### config.mk
export PLATFORM = sky130hd
export DESIGN_NAME = fetcher_flat
export DESIGN_NICKNAME = d
export VERILOG_FILES = /design/src/rtl/fetcher_if.sv /design/src/rtl/fetcher.sv /design/src/flat_wrapper.sv
export SDC_FILE = /design/constraint.sdc
export NUM_CORES = 1
export LEC_CHECK = 0
export BUFFER_PORTS_ARGS = -buffer_cell sky130_fd_sc_hd__buf_2
export CAP_MARGIN = 0
export CELL_PAD_IN_SITES_DETAIL_PLACEMENT = 2
export CELL_PAD_IN_SITES_GLOBAL_PLACEMENT = 2
export CORE_AREA = 2 2 320 322
export DETAILED_ROUTE_END_ITERATION = 7
export DIE_AREA = 0 0 322 324
export PLACE_DENSITY_LB_ADDON = 0.15
export SYNTH_ARGS = -nofsm -noshare
export SYNTH_HDL_FRONTEND = slang
export SYNTH_SLANG_ARGS = --single-unit
### constraint.sdc
create_clock -name clk -period 5.4 [get_ports clk]
set_input_delay 1.08 -clock clk [delete_from_list [all_inputs] [get_ports clk]]
set_output_delay 1.08 -clock clk [all_outputs]
set_load 0.02 [all_outputs]
### src/rtl/fetcher_if.sv
// Bus bundle between the fetcher and its neighbours: memory port, predictor query,
// decoder slot and the misprediction rollback path.
interface fetcher_if;
  logic        mem_req_valid;
  logic [31:0] mem_req_addr;
  logic        mem_resp_valid;
  logic [31:0] mem_resp_inst;
  logic [31:0] query_pc;
  logic [31:0] query_inst;
  logic        predicted_jump;
  logic [31:0] predicted_imm;
  logic        dec_valid;
  logic [31:0] dec_inst;
  logic [31:0] dec_pc;
  logic        dec_pred_jump;
  logic        dec_ready;
  logic        rollback;
  logic [31:0] rollback_pc;

  modport master (
    output mem_req_valid, mem_req_addr, query_pc, query_inst,
           dec_valid, dec_inst, dec_pc, dec_pred_jump,
    input  mem_resp_valid, mem_resp_inst, predicted_jump, predicted_imm,
           dec_ready, rollback, rollback_pc
  );

  modport slave (
    input  mem_req_valid, mem_req_addr, query_pc, query_inst,
           dec_valid, dec_inst, dec_pc, dec_pred_jump,
    output mem_resp_valid, mem_resp_inst, predicted_jump, predicted_imm,
           dec_ready, rollback, rollback_pc
  );
endinterface

### src/rtl/fetcher.sv
// Instruction fetcher: direct-mapped icache, single outstanding memory miss,
// predictor-steered PC and a one-entry decoder slot with rollback flush.
module fetcher #(
  parameter int unsigned ICACHE_ENTRIES = 16,
  parameter logic [31:0] START_PC       = 32'h0
) (
  input  logic      clk,
  input  logic      rst_n,
  input  logic      rdy,
  fetcher_if.master bus
);
  localparam int IDX_W = $clog2(ICACHE_ENTRIES);
  localparam int TAG_W = 30 - IDX_W;

  typedef enum logic [1:0] {IDLE, MISS, DRAIN} state_t;

  state_t state, state_next;

  logic [31:0]      pc, pc_next;
  logic [29:0]      req_word;
  logic             dec_valid_q;
  logic [31:0]      dec_inst_q;
  logic [31:0]      dec_pc_q;
  logic             dec_pred_q;

  logic [ICACHE_ENTRIES-1:0] cache_valid;
  logic [31:0]               cache_data [ICACHE_ENTRIES];
  logic [TAG_W-1:0]          cache_tag  [ICACHE_ENTRIES];

  logic [IDX_W-1:0] pc_idx, fill_idx;
  logic [TAG_W-1:0] pc_tag, fill_tag;
  logic             hit, slot_free;
  logic             req_active, req_issue, slot_load, cache_fill;

  assign pc_idx    = pc[IDX_W+1:2];
  assign pc_tag    = pc[31:IDX_W+2];
  assign fill_idx  = req_word[IDX_W-1:0];
  assign fill_tag  = req_word[29:IDX_W];
  assign hit       = cache_valid[pc_idx] && (cache_tag[pc_idx] == pc_tag);
  assign slot_free = !dec_valid_q || bus.dec_ready;

  always_ff @(posedge clk or negedge rst_n) begin
    if (!rst_n) state <= IDLE;
    else        state <= state_next;
  end

  // A rollback in MISS cannot cancel the memory request, so it parks in DRAIN
  // until the stale word arrives; that word is still worth caching.
  always_comb begin
    state_next = state;
    if (rdy) begin
      case (state)
        IDLE:    if (!bus.rollback && !hit) state_next = MISS;
        MISS:    if (bus.mem_resp_valid) state_next = IDLE;
                 else if (bus.rollback) state_next = DRAIN;
        DRAIN:   if (bus.mem_resp_valid) state_next = IDLE;
        default: state_next = IDLE;
      endcase
    end
  end

  always_comb begin
    req_active = 1'b0;
    req_issue  = 1'b0;
    slot_load  = 1'b0;
    cache_fill = 1'b0;
    case (state)
      IDLE: begin
        slot_load = rdy && !bus.rollback && hit && slot_free;
        req_issue = rdy && !bus.rollback && !hit;
      end
      MISS, DRAIN: begin
        req_active = 1'b1;
        cache_fill = rdy && bus.mem_resp_valid;
      end
      default: ;
    endcase
  end

  always_comb begin
    pc_next = pc;
    if (rdy) begin
      if (bus.rollback)   pc_next = bus.rollback_pc;
      else if (slot_load) pc_next = pc + (bus.predicted_jump ? bus.predicted_imm : 32'd4);
    end
  end

  always_ff @(posedge clk or negedge rst_n) begin
    if (!rst_n) begin
      pc          <= START_PC;
      req_word    <= '0;
      dec_valid_q <= 1'b0;
      dec_inst_q  <= '0;
      dec_pc_q    <= '0;
      dec_pred_q  <= 1'b0;
    end else if (rdy) begin
      pc <= pc_next;
      if (req_issue) req_word <= pc[31:2];
      if (bus.rollback)       dec_valid_q <= 1'b0;
      else if (slot_load)     dec_valid_q <= 1'b1;
      else if (bus.dec_ready) dec_valid_q <= 1'b0;
      if (slot_load) begin
        dec_inst_q <= cache_data[pc_idx];
        dec_pc_q   <= pc;
        dec_pred_q <= bus.predicted_jump;
      end
    end
  end

  always_ff @(posedge clk or negedge rst_n) begin
    if (!rst_n)          cache_valid <= '0;
    else if (cache_fill) cache_valid[fill_idx] <= 1'b1;
  end

  // Data and tags need no reset: an entry is only trusted once its valid bit is set.
  always_ff @(posedge clk) begin
    if (cache_fill) begin
      cache_data[fill_idx] <= bus.mem_resp_inst;
      cache_tag[fill_idx]  <= fill_tag;
    end
  end

  assign bus.mem_req_valid = req_active;
  assign bus.mem_req_addr  = {req_word, 2'b00};
  assign bus.query_pc      = pc;
  assign bus.query_inst    = cache_data[pc_idx];
  assign bus.dec_valid     = dec_valid_q;
  assign bus.dec_inst      = dec_inst_q;
  assign bus.dec_pc        = dec_pc_q;
  assign bus.dec_pred_jump = dec_pred_q;
endmodule
### src/flat_wrapper.sv
// flat-port wrapper written by rule: the top's interface ports become plain ports
module fetcher_flat 
#(
  parameter int unsigned ICACHE_ENTRIES = 16,
  parameter logic [31:0] START_PC       = 32'h0
)
  (clk, rst_n, rdy, bus_mem_req_valid, bus_mem_req_addr, bus_query_pc, bus_query_inst, bus_dec_valid, bus_dec_inst, bus_dec_pc, bus_dec_pred_jump, bus_mem_resp_valid, bus_mem_resp_inst, bus_predicted_jump, bus_predicted_imm, bus_dec_ready, bus_rollback, bus_rollback_pc);
  fetcher_if bus_i ();
  input  logic clk;
  input  logic rst_n;
  input  logic rdy;
  output wire logic [$bits(bus_i.mem_req_valid)-1:0] bus_mem_req_valid;
  output wire logic [$bits(bus_i.mem_req_addr)-1:0] bus_mem_req_addr;
  output wire logic [$bits(bus_i.query_pc)-1:0] bus_query_pc;
  output wire logic [$bits(bus_i.query_inst)-1:0] bus_query_inst;
  output wire logic [$bits(bus_i.dec_valid)-1:0] bus_dec_valid;
  output wire logic [$bits(bus_i.dec_inst)-1:0] bus_dec_inst;
  output wire logic [$bits(bus_i.dec_pc)-1:0] bus_dec_pc;
  output wire logic [$bits(bus_i.dec_pred_jump)-1:0] bus_dec_pred_jump;
  input wire logic [$bits(bus_i.mem_resp_valid)-1:0] bus_mem_resp_valid;
  input wire logic [$bits(bus_i.mem_resp_inst)-1:0] bus_mem_resp_inst;
  input wire logic [$bits(bus_i.predicted_jump)-1:0] bus_predicted_jump;
  input wire logic [$bits(bus_i.predicted_imm)-1:0] bus_predicted_imm;
  input wire logic [$bits(bus_i.dec_ready)-1:0] bus_dec_ready;
  input wire logic [$bits(bus_i.rollback)-1:0] bus_rollback;
  input wire logic [$bits(bus_i.rollback_pc)-1:0] bus_rollback_pc;
  assign bus_mem_req_valid = bus_i.mem_req_valid;
  assign bus_mem_req_addr = bus_i.mem_req_addr;
  assign bus_query_pc = bus_i.query_pc;
  assign bus_query_inst = bus_i.query_inst;
  assign bus_dec_valid = bus_i.dec_valid;
  assign bus_dec_inst = bus_i.dec_inst;
  assign bus_dec_pc = bus_i.dec_pc;
  assign bus_dec_pred_jump = bus_i.dec_pred_jump;
  assign bus_i.mem_resp_valid = bus_mem_resp_valid;
  assign bus_i.mem_resp_inst = bus_mem_resp_inst;
  assign bus_i.predicted_jump = bus_predicted_jump;
  assign bus_i.predicted_imm = bus_predicted_imm;
  assign bus_i.dec_ready = bus_dec_ready;
  assign bus_i.rollback = bus_rollback;
  assign bus_i.rollback_pc = bus_rollback_pc;
  fetcher #(.ICACHE_ENTRIES(ICACHE_ENTRIES), .START_PC(START_PC)) u_core (.clk(clk), .rst_n(rst_n), .rdy(rdy), .bus(bus_i));
endmodule
==> impl_results.html, run 1 <==
<table>
<tr><th>Metric</th><th>Value</th></tr>
<tr><th colspan="2">Clocking</th></tr>
<tr><td>Number of buffers inserted during clock tree synthesis</td><td>112</td></tr>
<tr><td>Number of buffers between clock root and the deepest sink</td><td>3</td></tr>
<tr><td>Number of gates resized after cts</td><td>0</td></tr>
<tr><td>Clock-pin transition on the worst setup and hold timing paths</td><td>0.06 ns</td></tr>
<tr><td>Hold Buf Count CTS</td><td>0</td></tr>
<tr><td>Post-CTS repair timing setup buffer count</td><td>0</td></tr>
<tr><td>Worst-skew pair later-pin latency</td><td>0.71 ns</td></tr>
<tr><td>H-tree Lvls</td><td>3</td></tr>
<tr><td>Buffer type at the clock tree root</td><td>sky130_fd_sc_hd__clkbuf_16</td></tr>
<tr><td>Num Clock Sinks</td><td>1,074</td></tr>
<tr><td>Clock tree from TritonCTS</td><td>done</td></tr>
<tr><th colspan="2">Worst setup path</th></tr>
<tr><td>List of cells traversed by the critical path</td><td>buf_4 -&gt; buf_4 -&gt; mux4_2 -&gt; mux4_2 -&gt; buf_2</td></tr>
<tr><td>Worst r2r src</td><td>u_core.bus.query_pc[3]$_DFFE_PN0P_</td></tr>
<tr><td>Crit path launch type</td><td>flip-flop</td></tr>
<tr><td>Cell family contributing the most delay on the critical path</td><td>buffers and inverters</td></tr>
<tr><td>Crit path arrival time</td><td>3.96 ns</td></tr>
<tr><td>Origin of the worst setup path</td><td>u_core.bus.query_pc[3]$_DFFE_PN0P_</td></tr>
<tr><td>Required time of the critical path</td><td>between 4 and 5 ns</td></tr>
<tr><td>Cell with the largest stage delay on the worst path</td><td>sky130_fd_sc_hd__dfrtp_4</td></tr>
<tr><td>Slowest cell delay on critical path</td><td>roughly 0.84 ns</td></tr>
<tr><td>Worst setup path class</td><td>reg2out</td></tr>
<tr><td>Buffer and inverter count on the worst path</td><td>3</td></tr>
<tr><td>Critical path capture point type</td><td>primary output</td></tr>
<tr><td>Maximum net fanout on the critical path</td><td>50</td></tr>
<tr><th colspan="2">Global route</th></tr>
<tr><td>Pin count of the biggest net entering global routing</td><td>76</td></tr>
<tr><td>First-pass GRT wire length</td><td>182 mm</td></tr>
<tr><td>Number of global-route vias before repair</td><td>25,000</td></tr>
<tr><td>Global-route usage over all layers</td><td>0.244</td></tr>
<tr><td>Sum of overflow across all layers after global routing</td><td>0</td></tr>
<tr><td>Number of antenna violations at the first check in global routing</td><td>5</td></tr>
<tr><th colspan="2">Synth</th></tr>
<tr><td>Flip-flop cell with the highest count after synthesis</td><td>sky130_fd_sc_hd__edfxtp_1</td></tr>
<tr><td>Yosys reg bits</td><td>1,074</td></tr>
<tr><td>Netlist Area Pre-Place</td><td>43,200 um^2</td></tr>
<tr><td>Share of the yosys chip area belonging to registers</td><td>0.730</td></tr>
<tr><td>Number of warnings reported in the yosys synthesis log</td><td>0</td></tr>
<tr><td>Synth Area per Inst</td><td>20.0 um^2</td></tr>
<tr><td>Number of unique standard cell types used by synthesis</td><td>67</td></tr>
<tr><td>Number of enable-type register cells in the synthesized netlist</td><td>a little over 900</td></tr>
<tr><td>Gate Count Post-Synth</td><td>2,154</td></tr>
<tr><td>Share of synthesized registers carrying an async set or reset</td><td>0.136</td></tr>
<tr><th colspan="2">Floorplanning</th></tr>
<tr><td>Core Region</td><td>101,000 um^2</td></tr>
<tr><td>Die Ht</td><td>324 um</td></tr>
<tr><td>Total Die Area</td><td>104,000 um^2</td></tr>
<tr><td>Placement row count</td><td>117</td></tr>
<tr><td>Initial core utilization</td><td>0.428</td></tr>
<tr><td>Die extent in x</td><td>322 um</td></tr>
<tr><td>I/O pins</td><td>266</td></tr>
<tr><th colspan="2">Cells and area</th></tr>
<tr><td>Cell area after layout</td><td>50,400 um^2</td></tr>
<tr><td>Number of antenna repair diodes</td><td>0</td></tr>
<tr><td>Ratio of cells with drive above 1 in the final layout</td><td>0.346</td></tr>
<tr><td>Net total in the final layout</td><td>roughly 2,600</td></tr>
<tr><td>Seq. cell area</td><td>31,500 um^2</td></tr>
<tr><td>Non-filler cells, final</td><td>3,911</td></tr>
<tr><td>Combined area of the multi-input logic cells</td><td>~11,000 um^2</td></tr>
<tr><td>Area added between synthesis and finish</td><td>16.7%</td></tr>
<tr><td>Fill cells</td><td>8,935</td></tr>
<tr><th colspan="2">Routing</th></tr>
<tr><td>Vias per inst</td><td>5.78</td></tr>
<tr><td>Detail Route Antenna Nets</td><td>0</td></tr>
<tr><td>Final Routed Wirelength</td><td>approximately 130 mm</td></tr>
<tr><td>Via count</td><td>22,600</td></tr>
<tr><td>DRC violation count after routing</td><td>0</td></tr>
<tr><td>Iteration count of the initial detailed-routing pass</td><td>5</td></tr>
<tr><td>Routed len/inst</td><td>approximately 32 um</td></tr>
<tr><td>DRC marker count from the first detailed-route iteration</td><td>1,628</td></tr>
<tr><th colspan="2">Power and ir drop</th></tr>
<tr><td>Leak pwr</td><td>17.8 nW</td></tr>
<tr><td>Peak supply drop</td><td>0.000305 V</td></tr>
<tr><td>Power Density</td><td>461 nW/um^2</td></tr>
<tr><th colspan="2">Worst hold path</th></tr>
<tr><td>Tightest Hold Check Type</td><td>in2async</td></tr>
<tr><th colspan="2">Place</th></tr>
<tr><td>Half-perimeter wire length after placement</td><td>74.3 mm</td></tr>
<tr><td>Final estimated routing congestion in global placement</td><td>0.813</td></tr>
<tr><td>Number of input and output port buffers inserted</td><td>between 200 and 300</td></tr>
<tr><td>Standard cell area after detailed placement</td><td>approximately 47,000 um^2</td></tr>
<tr><td>Placed cells</td><td>around 3,700</td></tr>
<tr><th colspan="2">Outcome</th></tr>
<tr><td>Outcome</td><td>finished, final reports clean</td></tr>
<tr><th colspan="2">Timing</th></tr>
<tr><td>Actual slew at the worst max-slew pin</td><td>1.19 ns</td></tr>
<tr><td>Final setup viols</td><td>0</td></tr>
<tr><td>Number of pins exceeding their max-slew limit in the final report</td><td>0</td></tr>
<tr><td>Largest clock skew in the final design</td><td>0.0324 ns</td></tr>
<tr><td>Final period utilization</td><td>0.932</td></tr>
<tr><td>WHS</td><td>0.414 ns</td></tr>
<tr><td>Headroom to the max-slew limit</td><td>0.204</td></tr>
<tr><td>Sum of negative setup slack</td><td>0 ns</td></tr>
<tr><td>Fmax</td><td>0.199 GHz</td></tr>
<tr><td>Setup repair after global routing missed its margin</td><td>false</td></tr>
<tr><td>Final hold violations</td><td>0</td></tr>
<tr><td>Minimum clock period after layout</td><td>5.04 ns</td></tr>
<tr><th colspan="2">Flow run</th></tr>
<tr><td>Number of max-cap violations</td><td>0</td></tr>
</table>
[registers in the layout, indices dropped and copies added, names as in the netlist]
signal / cells
u_core.bus.dec_valid: 1
u_core.bus.dec_pred_jump: 1
u_core.cache_tag: 416
u_core.req_word: 30
u_core.bus.dec_inst: 32
u_core.cache_data: 512
u_core.bus.query_pc: 32
u_core.state: 2
u_core.bus.dec_pc: 32
u_core.cache_valid: 16
[area by class of cell]
class / count / area share
flip-flops and latches: 1074 / 0.626
clock buffers: 145 / 0.0611
inverters: 18 / 0.00134
clock inverters: 69 / 0.0152
well taps: 1309 / 0.0325
repair buffers: 339 / 0.0416
multi-input cells: 957 / 0.223
[cell usage in the layout, fill, tap and decap left out, types with 13 or more instances in the layout]
cell type / Yosys / routed
sky130_fd_sc_hd__nor2_1: 47 / 34
sky130_fd_sc_hd__clkbuf_16: 0 / 115
sky130_fd_sc_hd__bufinv_16: 0 / 13
sky130_fd_sc_hd__a21oi_1: 47 / 47
sky130_fd_sc_hd__buf_2: 28 / 262
sky130_fd_sc_hd__o21ai_0: 44 / 44
sky130_fd_sc_hd__xor2_1: 23 / 23
sky130_fd_sc_hd__dfrtp_1: 146 / 142
sky130_fd_sc_hd__nand2_1: 60 / 60
sky130_fd_sc_hd__mux4_2: 250 / 250
sky130_fd_sc_hd__buf_12: 0 / 16
sky130_fd_sc_hd__clkbuf_1: 39 / 21
sky130_fd_sc_hd__nor2_4: 0 / 13
sky130_fd_sc_hd__mux2i_1: 81 / 81
sky130_fd_sc_hd__mux2_1: 28 / 28
sky130_fd_sc_hd__inv_1: 17 / 17
sky130_fd_sc_hd__and2_1: 31 / 31
sky130_fd_sc_hd__buf_4: 11 / 60
sky130_fd_sc_hd__or2_2: 18 / 18
sky130_fd_sc_hd__clkinv_1: 0 / 14
sky130_fd_sc_hd__ha_1: 34 / 34
sky130_fd_sc_hd__mux2_2: 82 / 82
sky130_fd_sc_hd__clkinv_2: 0 / 31
sky130_fd_sc_hd__edfxtp_1: 928 / 928
sky130_fd_sc_hd__xnor2_1: 35 / 35
[layer usage]
layer  routed length [um]  up-vias  GRT usage  share of wire
met5                   46        -          0        0.00037
met4                 2780        6     0.0603          0.022
met3                 4990      174     0.0358          0.040
met2                66900      570      0.440           0.53
met1                51200    12400      0.311           0.41
li1                     -     9484          -              -
[Yosys cell counts, types with 6 or more instances]
master | count | share of area
sky130_fd_sc_hd__buf_4 | 11 | 0.0019
sky130_fd_sc_hd__buf_1 | 21 | 0.0018
sky130_fd_sc_hd__mux2_2 | 82 | 0.021
sky130_fd_sc_hd__a31oi_1 | 6 | 0.00087
sky130_fd_sc_hd__o21ai_0 | 44 | 0.0051
sky130_fd_sc_hd__ha_1 | 34 | 0.0099
sky130_fd_sc_hd__edfxtp_1 | 928 | 0.65
sky130_fd_sc_hd__or2_2 | 18 | 0.0026
sky130_fd_sc_hd__nand4_1 | 9 | 0.0013
sky130_fd_sc_hd__nor2_1 | 47 | 0.0041
sky130_fd_sc_hd__xor2_1 | 23 | 0.0047
sky130_fd_sc_hd__o22ai_1 | 7 | 0.0010
sky130_fd_sc_hd__nand3_1 | 9 | 0.0010
sky130_fd_sc_hd__nand2_1 | 60 | 0.0052
sky130_fd_sc_hd__mux4_2 | 250 | 0.13
sky130_fd_sc_hd__nor3_1 | 13 | 0.0015
sky130_fd_sc_hd__o21bai_1 | 7 | 0.0012
sky130_fd_sc_hd__nor2b_1 | 11 | 0.0016
sky130_fd_sc_hd__a21oi_1 | 47 | 0.0054
sky130_fd_sc_hd__o21a_1 | 6 | 0.0010
sky130_fd_sc_hd__mux2_1 | 28 | 0.0073
sky130_fd_sc_hd__buf_2 | 28 | 0.0032
sky130_fd_sc_hd__xnor2_1 | 35 | 0.0071
sky130_fd_sc_hd__clkbuf_1 | 39 | 0.0034
sky130_fd_sc_hd__nand2b_1 | 11 | 0.0016
sky130_fd_sc_hd__a211oi_1 | 11 | 0.0019
sky130_fd_sc_hd__a22o_1 | 6 | 0.0012
sky130_fd_sc_hd__nor4_1 | 6 | 0.00087
sky130_fd_sc_hd__and2_1 | 31 | 0.0045
sky130_fd_sc_hd__inv_1 | 17 | 0.0015
sky130_fd_sc_hd__dfrtp_1 | 146 | 0.085
sky130_fd_sc_hd__mux2i_1 | 81 | 0.019
sky130_fd_sc_hd__buf_6 | 6 | 0.0016
[per-stage QoR]
step,power (W),util,setup slack (ns)
final,0.0232,0.499,0.365
after global routing,0.0241,0.499,0.144
after CTS,0.0235,0.499,0.228
after detailed placement,0.0155,0.461,0.486
after global placement,0.0152,0.461,0.644
after floorplan,0.0134,-,0.888
[cells by family after synthesis]
logic type      Yosys count  synth area share
xor+xnor                 58            0.0118
simple gates            237            0.0283
mux                     444             0.179
compound gates          181            0.0269
other cells               1         0.0000868
buf+inv                 124            0.0138
fa+ha+maj                35            0.0103
flops                  1074             0.730
[worst paths after layout]
path	end	slack, ns	cells past startpoint
worst max-delay path	bus_query_inst[28]	0.36	5
worst min-delay path	u_core.bus.query_pc[22]$_DFFE_PN0P_	0.41	1
worst max register to register	u_core.bus.dec_pc[17]$_DFFE_PN0P_	0.73	12
worst min register to register	u_core.cache_valid[15]$_DFFE_PN0P_	0.48	1
max in group asynchronous	u_core.bus.dec_inst[9]$_DFFE_PN0P_	3.75	2
min in group clk	u_core.cache_valid[15]$_DFFE_PN0P_	0.48	1
[power by group]
part / switching (W) / internal (W)
combinational: 0.00253 / 0.00185
sequential: 0.000906 / 0.00992
clock: 0.00336 / 0.00466
Power figures use the tool's default switching activity.
==> inputs of run 2 (changes only) <==
Settings changed: PLACE_DENSITY set to 0.76, PLACE_DENSITY_LB_ADDON 0.15 to not set.
==> run 2 against run 1 <==
Against the previous run: via count increased by 3.7%; cell count decreased by 0.26%; design area decreased by 0.36%; sequential share of layout area increased by 0.23 points; die area unchanged; hold slack got worse by 0.0051 ns; largest power group unchanged; utilization decreased by 0.18 points; highest routed layer unchanged; setup slack got worse by 0.13 ns; fmax decreased by 2.5%; global-route usage increased by 1.2 points; first-iteration DRC count increased by 29%; total power decreased by 0.27%.
==> impl_results.html, run 2 (synthesis results as in run 1) <==
<table>
<tr><th>Metric</th><th>Value</th></tr>
<tr><th colspan="2">Place</th></tr>
<tr><td>Post-placement setup slack</td><td>0.389 ns (was 0.486 ns)</td></tr>
<tr><td>Final estimated routing congestion in global placement</td><td>0.834 (was 0.813)</td></tr>
<tr><td>Number of input and output port buffers inserted</td><td>263 (unchanged)</td></tr>
<tr><td>Half-perimeter wire length after placement</td><td>76.0 mm (was 74.3 mm)</td></tr>
<tr><th colspan="2">Power and ir drop</th></tr>
<tr><td>Net Sw Power</td><td>0.00681 W (was 0.00680 W)</td></tr>
<tr><td>Net switching fraction of the power</td><td>0.294 (was 0.293)</td></tr>
<tr><td>Int Pwr</td><td>0.0164 W (about the same)</td></tr>
<tr><td>Part of the power in combinational logic</td><td>0.190 (was 0.189)</td></tr>
<tr><td>Clk network pwr share</td><td>0.342 (was 0.346)</td></tr>
<tr><td>Power Density</td><td>461 nW/um^2 (about the same)</td></tr>
<tr><td>Leak pwr</td><td>17.6 nW (was 17.8 nW)</td></tr>
<tr><td>Sequential share of power</td><td>0.468 (was 0.466)</td></tr>
<tr><td>Peak supply drop</td><td>0.000309 V (was 0.000305 V)</td></tr>
<tr><th colspan="2">Worst setup path</th></tr>
<tr><td>R2R depth</td><td>11 (was 12)</td></tr>
<tr><td>Worst setup path class</td><td>reg2reg (was reg2out)</td></tr>
<tr><td>Crit path arrival time</td><td>5.72 ns (was 3.96 ns)</td></tr>
<tr><td>Capturing point of the worst reg2reg path</td><td>u_core.bus.dec_inst[12]$_DFFE_PN0P_ (was u_core.bus.dec_pc[17]$_DFFE_PN0P_)</td></tr>
<tr><td>Origin of the worst setup path</td><td>u_core.bus.query_pc[3]$_DFFE_PN0P_ (unchanged)</td></tr>
<tr><td>FF-to-FF setup slack</td><td>0.24 ns (was 0.73 ns)</td></tr>
<tr><td>Maximum net fanout on the critical path</td><td>48 (was 50)</td></tr>
<tr><td>Required time of the critical path</td><td>5.95 ns (was 4.32 ns)</td></tr>
<tr><td>Critical path capture point type</td><td>flip-flop (was primary output)</td></tr>
<tr><td>Worst r2r src</td><td>u_core.bus.query_pc[3]$_DFFE_PN0P_ (unchanged)</td></tr>
<tr><td>Crit path launch type</td><td>flip-flop (unchanged)</td></tr>
<tr><th colspan="2">Cells and area</th></tr>
<tr><td>Biggest registers after layout</td><td>u_core.cache_data x512, u_core.cache_tag x416 (unchanged)</td></tr>
<tr><td>Utilization after layout</td><td>0.497 (was 0.499)</td></tr>
<tr><td>Seq. cell area</td><td>31,500 um^2 (unchanged)</td></tr>
<tr><td>Ratio of cells with drive above 1 in the final layout</td><td>0.338 (was 0.346)</td></tr>
<tr><td>Commonest non-fill, non-tap cell in the layout</td><td>sky130_fd_sc_hd__edfxtp_1 (unchanged)</td></tr>
<tr><td>Biggest register</td><td>u_core.cache_data (unchanged)</td></tr>
<tr><td>Commonest cells after routing, fill and taps aside</td><td>sky130_fd_sc_hd__edfxtp_1, sky130_fd_sc_hd__buf_2, sky130_fd_sc_hd__mux4_2 (unchanged)</td></tr>
<tr><td>Net total in the final layout</td><td>2,629 (was 2,640)</td></tr>
<tr><td>Fill cells</td><td>8,888 (was 8,935)</td></tr>
<tr><td>Flip-flop count of the largest register, all copies and words added</td><td>512 (unchanged)</td></tr>
<tr><td>Combined area of the multi-input logic cells</td><td>11,200 um^2 (unchanged)</td></tr>
<tr><td>Area added between synthesis and finish</td><td>16.3% (was 16.7%)</td></tr>
<tr><th colspan="2">Floorplanning</th></tr>
<tr><td>Die Ht</td><td>324 um (unchanged)</td></tr>
<tr><td>Total Die Area</td><td>104,000 um^2 (unchanged)</td></tr>
<tr><td>Placement row count</td><td>117 (unchanged)</td></tr>
<tr><td>Core Region</td><td>101,000 um^2 (unchanged)</td></tr>
<tr><td>Initial core utilization</td><td>0.428 (unchanged)</td></tr>
<tr><td>I/O pins</td><td>266 (unchanged)</td></tr>
<tr><td>Die extent in x</td><td>322 um (unchanged)</td></tr>
<tr><th colspan="2">Routing</th></tr>
<tr><td>DRC marker count from the first detailed-route iteration</td><td>2,094 (was 1,628)</td></tr>
<tr><td>Via count</td><td>23,400 (was 22,600)</td></tr>
<tr><td>Iteration count of the initial detailed-routing pass</td><td>5 (unchanged)</td></tr>
<tr><td>Vias per inst</td><td>6.01 (was 5.78)</td></tr>
<tr><td>Detail Route Antenna Nets</td><td>0 (unchanged)</td></tr>
<tr><td>Routed len/inst</td><td>34.0 um (was 32.2 um)</td></tr>
<tr><td>DRC violation count after routing</td><td>0 (unchanged)</td></tr>
<tr><td>Final Routed Wirelength</td><td>133 mm (was 126 mm)</td></tr>
<tr><th colspan="2">Timing</th></tr>
<tr><td>Final setup viols</td><td>0 (unchanged)</td></tr>
<tr><td>PnR worst setup slack</td><td>0.235 ns (was 0.365 ns)</td></tr>
<tr><td>Sum of negative setup slack</td><td>0 ns (unchanged)</td></tr>
<tr><td>Actual slew at the worst max-slew pin</td><td>1.08 ns (was 1.19 ns)</td></tr>
<tr><td>Number of pins exceeding their max-slew limit in the final report</td><td>0 (unchanged)</td></tr>
<tr><td>Final hold violations</td><td>0 (unchanged)</td></tr>
<tr><td>Fmax</td><td>0.194 GHz (was 0.199 GHz)</td></tr>
<tr><td>Largest clock skew in the final design</td><td>0.0225 ns (was 0.0324 ns)</td></tr>
<tr><td>WHS</td><td>0.409 ns (was 0.414 ns)</td></tr>
<tr><td>Final period utilization</td><td>0.956 (was 0.932)</td></tr>
<tr><td>Setup repair after global routing missed its margin</td><td>false (unchanged)</td></tr>
<tr><td>Minimum clock period after layout</td><td>5.16 ns (was 5.04 ns)</td></tr>
<tr><td>Headroom to the max-slew limit</td><td>0.277 (was 0.204)</td></tr>
<tr><th colspan="2">Global route</th></tr>
<tr><td>Number of global-route vias before repair</td><td>25,700 (was 25,000)</td></tr>
<tr><td>Global-route usage over all layers</td><td>0.257 (was 0.244)</td></tr>
<tr><td>Pin count of the biggest net entering global routing</td><td>73 (was 76)</td></tr>
<tr><td>Sum of overflow across all layers after global routing</td><td>0 (unchanged)</td></tr>
<tr><td>First-pass GRT wire length</td><td>190 mm (was 182 mm)</td></tr>
<tr><td>Number of antenna violations at the first check in global routing</td><td>8 (was 5)</td></tr>
<tr><th colspan="2">Clocking</th></tr>
<tr><td>Hold Buf Count CTS</td><td>0 (unchanged)</td></tr>
<tr><td>Clock-pin transition on the worst setup and hold timing paths</td><td>0.06 ns (about the same)</td></tr>
<tr><td>Number of gates resized after cts</td><td>0 (unchanged)</td></tr>
<tr><td>Worst-skew pair later-pin latency</td><td>0.69 ns (was 0.71 ns)</td></tr>
<tr><td>Post-CTS repair timing setup buffer count</td><td>0 (unchanged)</td></tr>
<tr><td>Number of buffers inserted during clock tree synthesis</td><td>111 (was 112)</td></tr>
<tr><td>Buffer type at the clock tree root</td><td>sky130_fd_sc_hd__clkbuf_16 (unchanged)</td></tr>
<tr><td>Number of buffers between clock root and the deepest sink</td><td>3 (unchanged)</td></tr>
<tr><td>Clock tree from TritonCTS</td><td>done (unchanged)</td></tr>
<tr><td>H-tree Lvls</td><td>3 (unchanged)</td></tr>
<tr><td>Num Clock Sinks</td><td>1,074 (unchanged)</td></tr>
<tr><th colspan="2">Worst hold path</th></tr>
<tr><td>Tightest Hold Check Type</td><td>in2async (unchanged)</td></tr>
<tr><th colspan="2">Outcome</th></tr>
<tr><td>Outcome</td><td>finished, final reports clean (unchanged)</td></tr>
<tr><th colspan="2">Flow run</th></tr>
<tr><td>Number of max-cap violations</td><td>0 (unchanged)</td></tr>
</table>
## run 2: through the flow
step	instances	total power [W]	cell area, um^2
4_1_cts	3897	0.0234	50200
3_5_place_dp	3687	0.0154	46500
6_report	3901	0.0232	50200
3_3_place_gp	3687	0.0151	46500
2_1_floorplan	2155	0.0134	43200
5_1_grt	3897	0.0240	50200
## run 2: worst max path at each step
stage / to / slack [ns] / cells past startpoint
finish: u_core.bus.dec_inst[12]$_DFFE_PN0P_ / 0.24 / 11
floorplan: u_core.cache_data[1][0]$_DFFE_PP_ / 0.89 / 3
global placement: u_core.bus.query_pc[30]$_DFFE_PN0P_ / 0.48 / 15
CTS: bus_query_inst[16] / 0.08 / 5
global route: u_core.bus.dec_inst[12]$_DFFE_PN0P_ / 0.07 / 11
detailed placement: u_core.bus.dec_inst[12]$_DFFE_PN0P_ / 0.39 / 11
## run 2: metal layers
layer	part of all wire	GRT usage	vias up	wire (um)
met5	0.00041	0	-	54
met4	0.026	0.0746	8	3410
met3	0.068	0.0427	210	9000
met2	0.51	0.447	1047	68000
met1	0.39	0.333	12700	52300
li1	-	-	9446	-
## run 2: worst max-delay path, cell delays in order, from the launching register on
cell                       delay [ns]
sky130_fd_sc_hd__dfrtp_4         0.77
sky130_fd_sc_hd__buf_4           0.36
sky130_fd_sc_hd__nor2b_1         0.55
sky130_fd_sc_hd__a22oi_1         0.28
sky130_fd_sc_hd__nand3b_1        0.17
sky130_fd_sc_hd__a41oi_1         0.17
sky130_fd_sc_hd__a2111o_1        0.44
sky130_fd_sc_hd__nor4_1          0.69
sky130_fd_sc_hd__nand4_1         0.44
sky130_fd_sc_hd__nor3_4          0.39
sky130_fd_sc_hd__buf_12          0.31
sky130_fd_sc_hd__mux2_2          0.39
## run 2: power groups by stage
stage | Sequential [W] | Combinational (W) | Clock [W]
2_1_floorplan | 0.0107 | 0.00272 | 0
3_3_place_gp | 0.0109 | 0.00423 | 0
3_5_place_dp | 0.0110 | 0.00440 | 0
4_1_cts | 0.0109 | 0.00447 | 0.00807
5_1_grt | 0.0109 | 0.00470 | 0.00833
6_report | 0.0109 | 0.00440 | 0.00792
## run 2: final cells by class
type | count | share of cell area
Clock inverter | 49 | 0.0106
Sequential cell | 1074 | 0.628
Inverter | 18 | 0.00135
Clock buffer | 161 | 0.0633
Multi-Input combinational cell | 957 | 0.223
Tap cell | 1309 | 0.0326
Timing Repair Buffer | 329 | 0.0406
Antenna cell | 4 | 0.000199
==> inputs of run 3 (changes only) <==
Settings changed: PLACE_DENSITY 0.76 to not set, PLACE_DENSITY_LB_ADDON set to 0.1.
==> run 3 against run 2 <==
Against the previous run: critical path depth decreased by 6; clock power down 0.5%; critical endpoint is now bus_query_inst[10]; non-clock buffer count increased by 6; hold slack got worse by 0.013 ns; first-iteration DRC count decreased by 25%; total power down 0.71%; cell count is 0.15% higher.
==> impl_results.html, run 3 (synthesis results as in run 1) <==
<table>
<tr><th>Metric</th><th>Value</th></tr>
<tr><th colspan="2">Outcome</th></tr>
<tr><td>Outcome</td><td>finished, final reports clean (unchanged)</td></tr>
<tr><th colspan="2">Floorplanning</th></tr>
<tr><td>I/O pins</td><td>266 (unchanged)</td></tr>
<tr><td>Die Ht</td><td>324 um (unchanged)</td></tr>
<tr><td>Total Die Area</td><td>104,000 um^2 (unchanged)</td></tr>
<tr><td>Core Region</td><td>101,000 um^2 (unchanged)</td></tr>
<tr><td>Die extent in x</td><td>322 um (unchanged)</td></tr>
<tr><td>Initial core utilization</td><td>0.428 (unchanged)</td></tr>
<tr><td>Placement row count</td><td>117 (unchanged)</td></tr>
<tr><th colspan="2">Clocking</th></tr>
<tr><td>Clock tree from TritonCTS</td><td>done (unchanged)</td></tr>
<tr><td>Buffer type at the clock tree root</td><td>sky130_fd_sc_hd__clkbuf_16 (unchanged)</td></tr>
<tr><td>Number of buffers between clock root and the deepest sink</td><td>3 (unchanged)</td></tr>
<tr><td>Hold Buf Count CTS</td><td>0 (unchanged)</td></tr>
<tr><td>Worst-skew pair later-pin latency</td><td>0.69 ns (about the same)</td></tr>
<tr><td>Number of buffers inserted during clock tree synthesis</td><td>113 (was 111)</td></tr>
<tr><td>H-tree Lvls</td><td>3 (unchanged)</td></tr>
<tr><td>Clock-pin transition on the worst setup and hold timing paths</td><td>0.06 ns (about the same)</td></tr>
<tr><td>Num Clock Sinks</td><td>1,074 (unchanged)</td></tr>
<tr><td>Number of gates resized after cts</td><td>1 (was 0)</td></tr>
<tr><td>Post-CTS repair timing setup buffer count</td><td>0 (unchanged)</td></tr>
<tr><th colspan="2">Cells and area</th></tr>
<tr><td>Fill cells</td><td>8,986 (was 8,888)</td></tr>
<tr><td>Area added between synthesis and finish</td><td>16.5% (was 16.3%)</td></tr>
<tr><td>Ratio of cells with drive above 1 in the final layout</td><td>0.341 (was 0.338)</td></tr>
<tr><td>Commonest non-fill, non-tap cell in the layout</td><td>sky130_fd_sc_hd__edfxtp_1 (unchanged)</td></tr>
<tr><td>Net total in the final layout</td><td>2,637 (was 2,629)</td></tr>
<tr><td>Seq. cell area</td><td>31,500 um^2 (unchanged)</td></tr>
<tr><td>Combined area of the multi-input logic cells</td><td>11,200 um^2 (unchanged)</td></tr>
<tr><td>Non-filler cells, final</td><td>3,907 (was 3,901)</td></tr>
<tr><td>Biggest registers after layout</td><td>u_core.cache_data x512, u_core.cache_tag x416 (unchanged)</td></tr>
<tr><td>Biggest register</td><td>u_core.cache_data (unchanged)</td></tr>
<tr><td>Commonest cells after routing, fill and taps aside</td><td>sky130_fd_sc_hd__edfxtp_1, sky130_fd_sc_hd__buf_2, sky130_fd_sc_hd__mux4_2 (unchanged)</td></tr>
<tr><td>Cell area after layout</td><td>50,300 um^2 (was 50,200 um^2)</td></tr>
<tr><td>Flip-flop count of the largest register, all copies and words added</td><td>512 (unchanged)</td></tr>
<tr><th colspan="2">Worst setup path</th></tr>
<tr><td>Origin of the worst setup path</td><td>u_core.bus.query_pc[2]$_DFFE_PN0P_ (was u_core.bus.query_pc[3]$_DFFE_PN0P_)</td></tr>
<tr><td>Required time of the critical path</td><td>4.32 ns (was 5.95 ns)</td></tr>
<tr><td>FF-to-FF setup slack</td><td>0.50 ns (was 0.24 ns)</td></tr>
<tr><td>Worst r2r src</td><td>u_core.bus.query_pc[4]$_DFFE_PN0P_ (was u_core.bus.query_pc[3]$_DFFE_PN0P_)</td></tr>
<tr><td>Capturing point of the worst reg2reg path</td><td>u_core.bus.dec_pc[17]$_DFFE_PN0P_ (was u_core.bus.dec_inst[12]$_DFFE_PN0P_)</td></tr>
<tr><td>Crit path arrival time</td><td>4.07 ns (was 5.72 ns)</td></tr>
<tr><td>Worst setup path class</td><td>reg2out (was reg2reg)</td></tr>
<tr><td>List of cells traversed by the critical path</td><td>buf_12 -&gt; buf_4 -&gt; mux4_2 -&gt; mux4_2 -&gt; buf_2 (was buf_4 -&gt; nor2b_1 -&gt; a22oi_1 -&gt; nand3b_1 -&gt; a41oi_1 -&gt; a2111o_1 -&gt; nor4_1 -&gt; nand4_1 -&gt; nor3_4 -&gt; buf_12 -&gt; mux2_2)</td></tr>
<tr><td>Cell with the largest stage delay on the worst path</td><td>sky130_fd_sc_hd__dfrtp_4 (unchanged)</td></tr>
<tr><td>Crit path launch type</td><td>flip-flop (unchanged)</td></tr>
<tr><td>Slowest cell delay on critical path</td><td>0.86 ns (was 0.77 ns)</td></tr>
<tr><td>Maximum net fanout on the critical path</td><td>36 (was 48)</td></tr>
<tr><td>R2R depth</td><td>12 (was 11)</td></tr>
<tr><td>Cell seen most often among critical-path stages</td><td>sky130_fd_sc_hd__mux4_2</td></tr>
<tr><td>CP endpoint</td><td>bus_query_inst[10] (was u_core.bus.dec_inst[12]$_DFFE_PN0P_)</td></tr>
<tr><td>Critical path capture point type</td><td>primary output (was flip-flop)</td></tr>
<tr><th colspan="2">Place</th></tr>
<tr><td>Final estimated routing congestion in global placement</td><td>0.777 (was 0.834)</td></tr>
<tr><td>Half-perimeter wire length after placement</td><td>72.4 mm (was 76.0 mm)</td></tr>
<tr><td>Placed cells</td><td>3,693 (was 3,687)</td></tr>
<tr><td>Standard cell area after detailed placement</td><td>46,500 um^2 (about the same)</td></tr>
<tr><td>Number of input and output port buffers inserted</td><td>263 (unchanged)</td></tr>
<tr><th colspan="2">Power and ir drop</th></tr>
<tr><td>Power Density</td><td>457 nW/um^2 (was 461 nW/um^2)</td></tr>
<tr><td>Peak supply drop</td><td>0.000304 V (was 0.000309 V)</td></tr>
<tr><td>Post-route total power</td><td>0.0230 W (was 0.0232 W)</td></tr>
<tr><td>Leak pwr</td><td>17.7 nW (was 17.6 nW)</td></tr>
<tr><th colspan="2">Global route</th></tr>
<tr><td>First-pass GRT wire length</td><td>178 mm (was 190 mm)</td></tr>
<tr><td>Number of antenna violations at the first check in global routing</td><td>5 (was 8)</td></tr>
<tr><td>Global-route usage over all layers</td><td>0.239 (was 0.257)</td></tr>
<tr><td>Sum of overflow across all layers after global routing</td><td>0 (unchanged)</td></tr>
<tr><td>Number of global-route vias before repair</td><td>24,900 (was 25,700)</td></tr>
<tr><td>Pin count of the biggest net entering global routing</td><td>77 (was 73)</td></tr>
<tr><th colspan="2">Timing</th></tr>
<tr><td>Fmax</td><td>0.194 GHz (about the same)</td></tr>
<tr><td>Final period utilization</td><td>0.953 (was 0.956)</td></tr>
<tr><td>Final setup viols</td><td>0 (unchanged)</td></tr>
<tr><td>Final hold violations</td><td>0 (unchanged)</td></tr>
<tr><td>WHS</td><td>0.396 ns (was 0.409 ns)</td></tr>
<tr><td>Largest clock skew in the final design</td><td>0.0218 ns (was 0.0225 ns)</td></tr>
<tr><td>Minimum clock period after layout</td><td>5.15 ns (was 5.16 ns)</td></tr>
<tr><td>Setup repair after global routing missed its margin</td><td>false (unchanged)</td></tr>
<tr><td>Headroom to the max-slew limit</td><td>0.137 (was 0.277)</td></tr>
<tr><td>Actual slew at the worst max-slew pin</td><td>1.29 ns (was 1.08 ns)</td></tr>
<tr><td>Sum of negative setup slack</td><td>0 ns (unchanged)</td></tr>
<tr><td>Number of pins exceeding their max-slew limit in the final report</td><td>0 (unchanged)</td></tr>
<tr><th colspan="2">Routing</th></tr>
<tr><td>Detail Route Antenna Nets</td><td>0 (unchanged)</td></tr>
<tr><td>Final Routed Wirelength</td><td>123 mm (was 133 mm)</td></tr>
<tr><td>DRC marker count from the first detailed-route iteration</td><td>1,564 (was 2,094)</td></tr>
<tr><td>Routed len/inst</td><td>31.5 um (was 34.0 um)</td></tr>
<tr><td>Iteration count of the initial detailed-routing pass</td><td>5 (unchanged)</td></tr>
<tr><td>DRC violation count after routing</td><td>0 (unchanged)</td></tr>
<tr><td>Vias per inst</td><td>5.74 (was 6.01)</td></tr>
<tr><td>Via count</td><td>22,400 (was 23,400)</td></tr>
<tr><th colspan="2">Worst hold path</th></tr>
<tr><td>Tightest Hold Check Type</td><td>in2async (unchanged)</td></tr>
<tr><th colspan="2">Flow run</th></tr>
<tr><td>Number of max-cap violations</td><td>0 (unchanged)</td></tr>
</table>
[run 3: power by group]
| part | leakage (nW) | total [W] | switching [W] | internal (W) |
|---|---|---|---|---|
| Sequential | 10.3 | 0.0108 | 0.000885 | 0.00992 |
| Combinational | 5.56 | 0.00432 | 0.00249 | 0.00183 |
| Clock | 1.83 | 0.00788 | 0.00323 | 0.00466 |
[run 3: cell type report]
cell class | count | share of cell area
flip-flops and latches | 1074 | 0.627
multi-input cells | 957 | 0.223
clock buffers | 161 | 0.0632
repair buffers | 335 | 0.0411
well taps | 1309 | 0.0326
clock inverters | 51 | 0.0117
inverters | 18 | 0.00134
diodes | 2 | 0.0000995
[run 3: worst max-delay path: cells and delay by family, from the launching register on]
kind                   cells  cell delay [ns]
buffers and inverters      3             1.24
multiplexers               2             1.16
flip-flops                 1             0.86
[run 3: stage by stage]
| step | setup WS (ns) | util |
|---|---|---|
| after CTS | 0.117 | 0.498 |
| after global placement | 0.552 | 0.461 |
| after global routing | 0.00998 | 0.498 |
| after detailed placement | 0.516 | 0.461 |
| after floorplan | 0.888 | - |
| final | 0.253 | 0.498 |
[run 3: metal layers]
metal  up-vias  track usage  share of wire
met5         -            0        0.00018
met4         4       0.0802          0.031
met3       179       0.0351          0.038
met2       503        0.420           0.52
met1     12300        0.304           0.41
li1       9473            -              -
[run 3: how the worst min path moves through the flow]
stage,depth (start not counted),slack (ns),to
2_1_floorplan,1,0.43,u_core.cache_valid[12]$_DFFE_PN0P_
3_3_place_gp,1,0.45,u_core.cache_valid[4]$_DFFE_PN0P_
3_5_place_dp,1,0.45,u_core.cache_valid[2]$_DFFE_PN0P_
4_1_cts,1,0.42,u_core.bus.dec_pc[21]$_DFFE_PN0P_
5_1_grt,1,0.45,u_core.bus.query_pc[21]$_DFFE_PN0P_
6_report,1,0.40,u_core.bus.dec_pc[21]$_DFFE_PN0P_
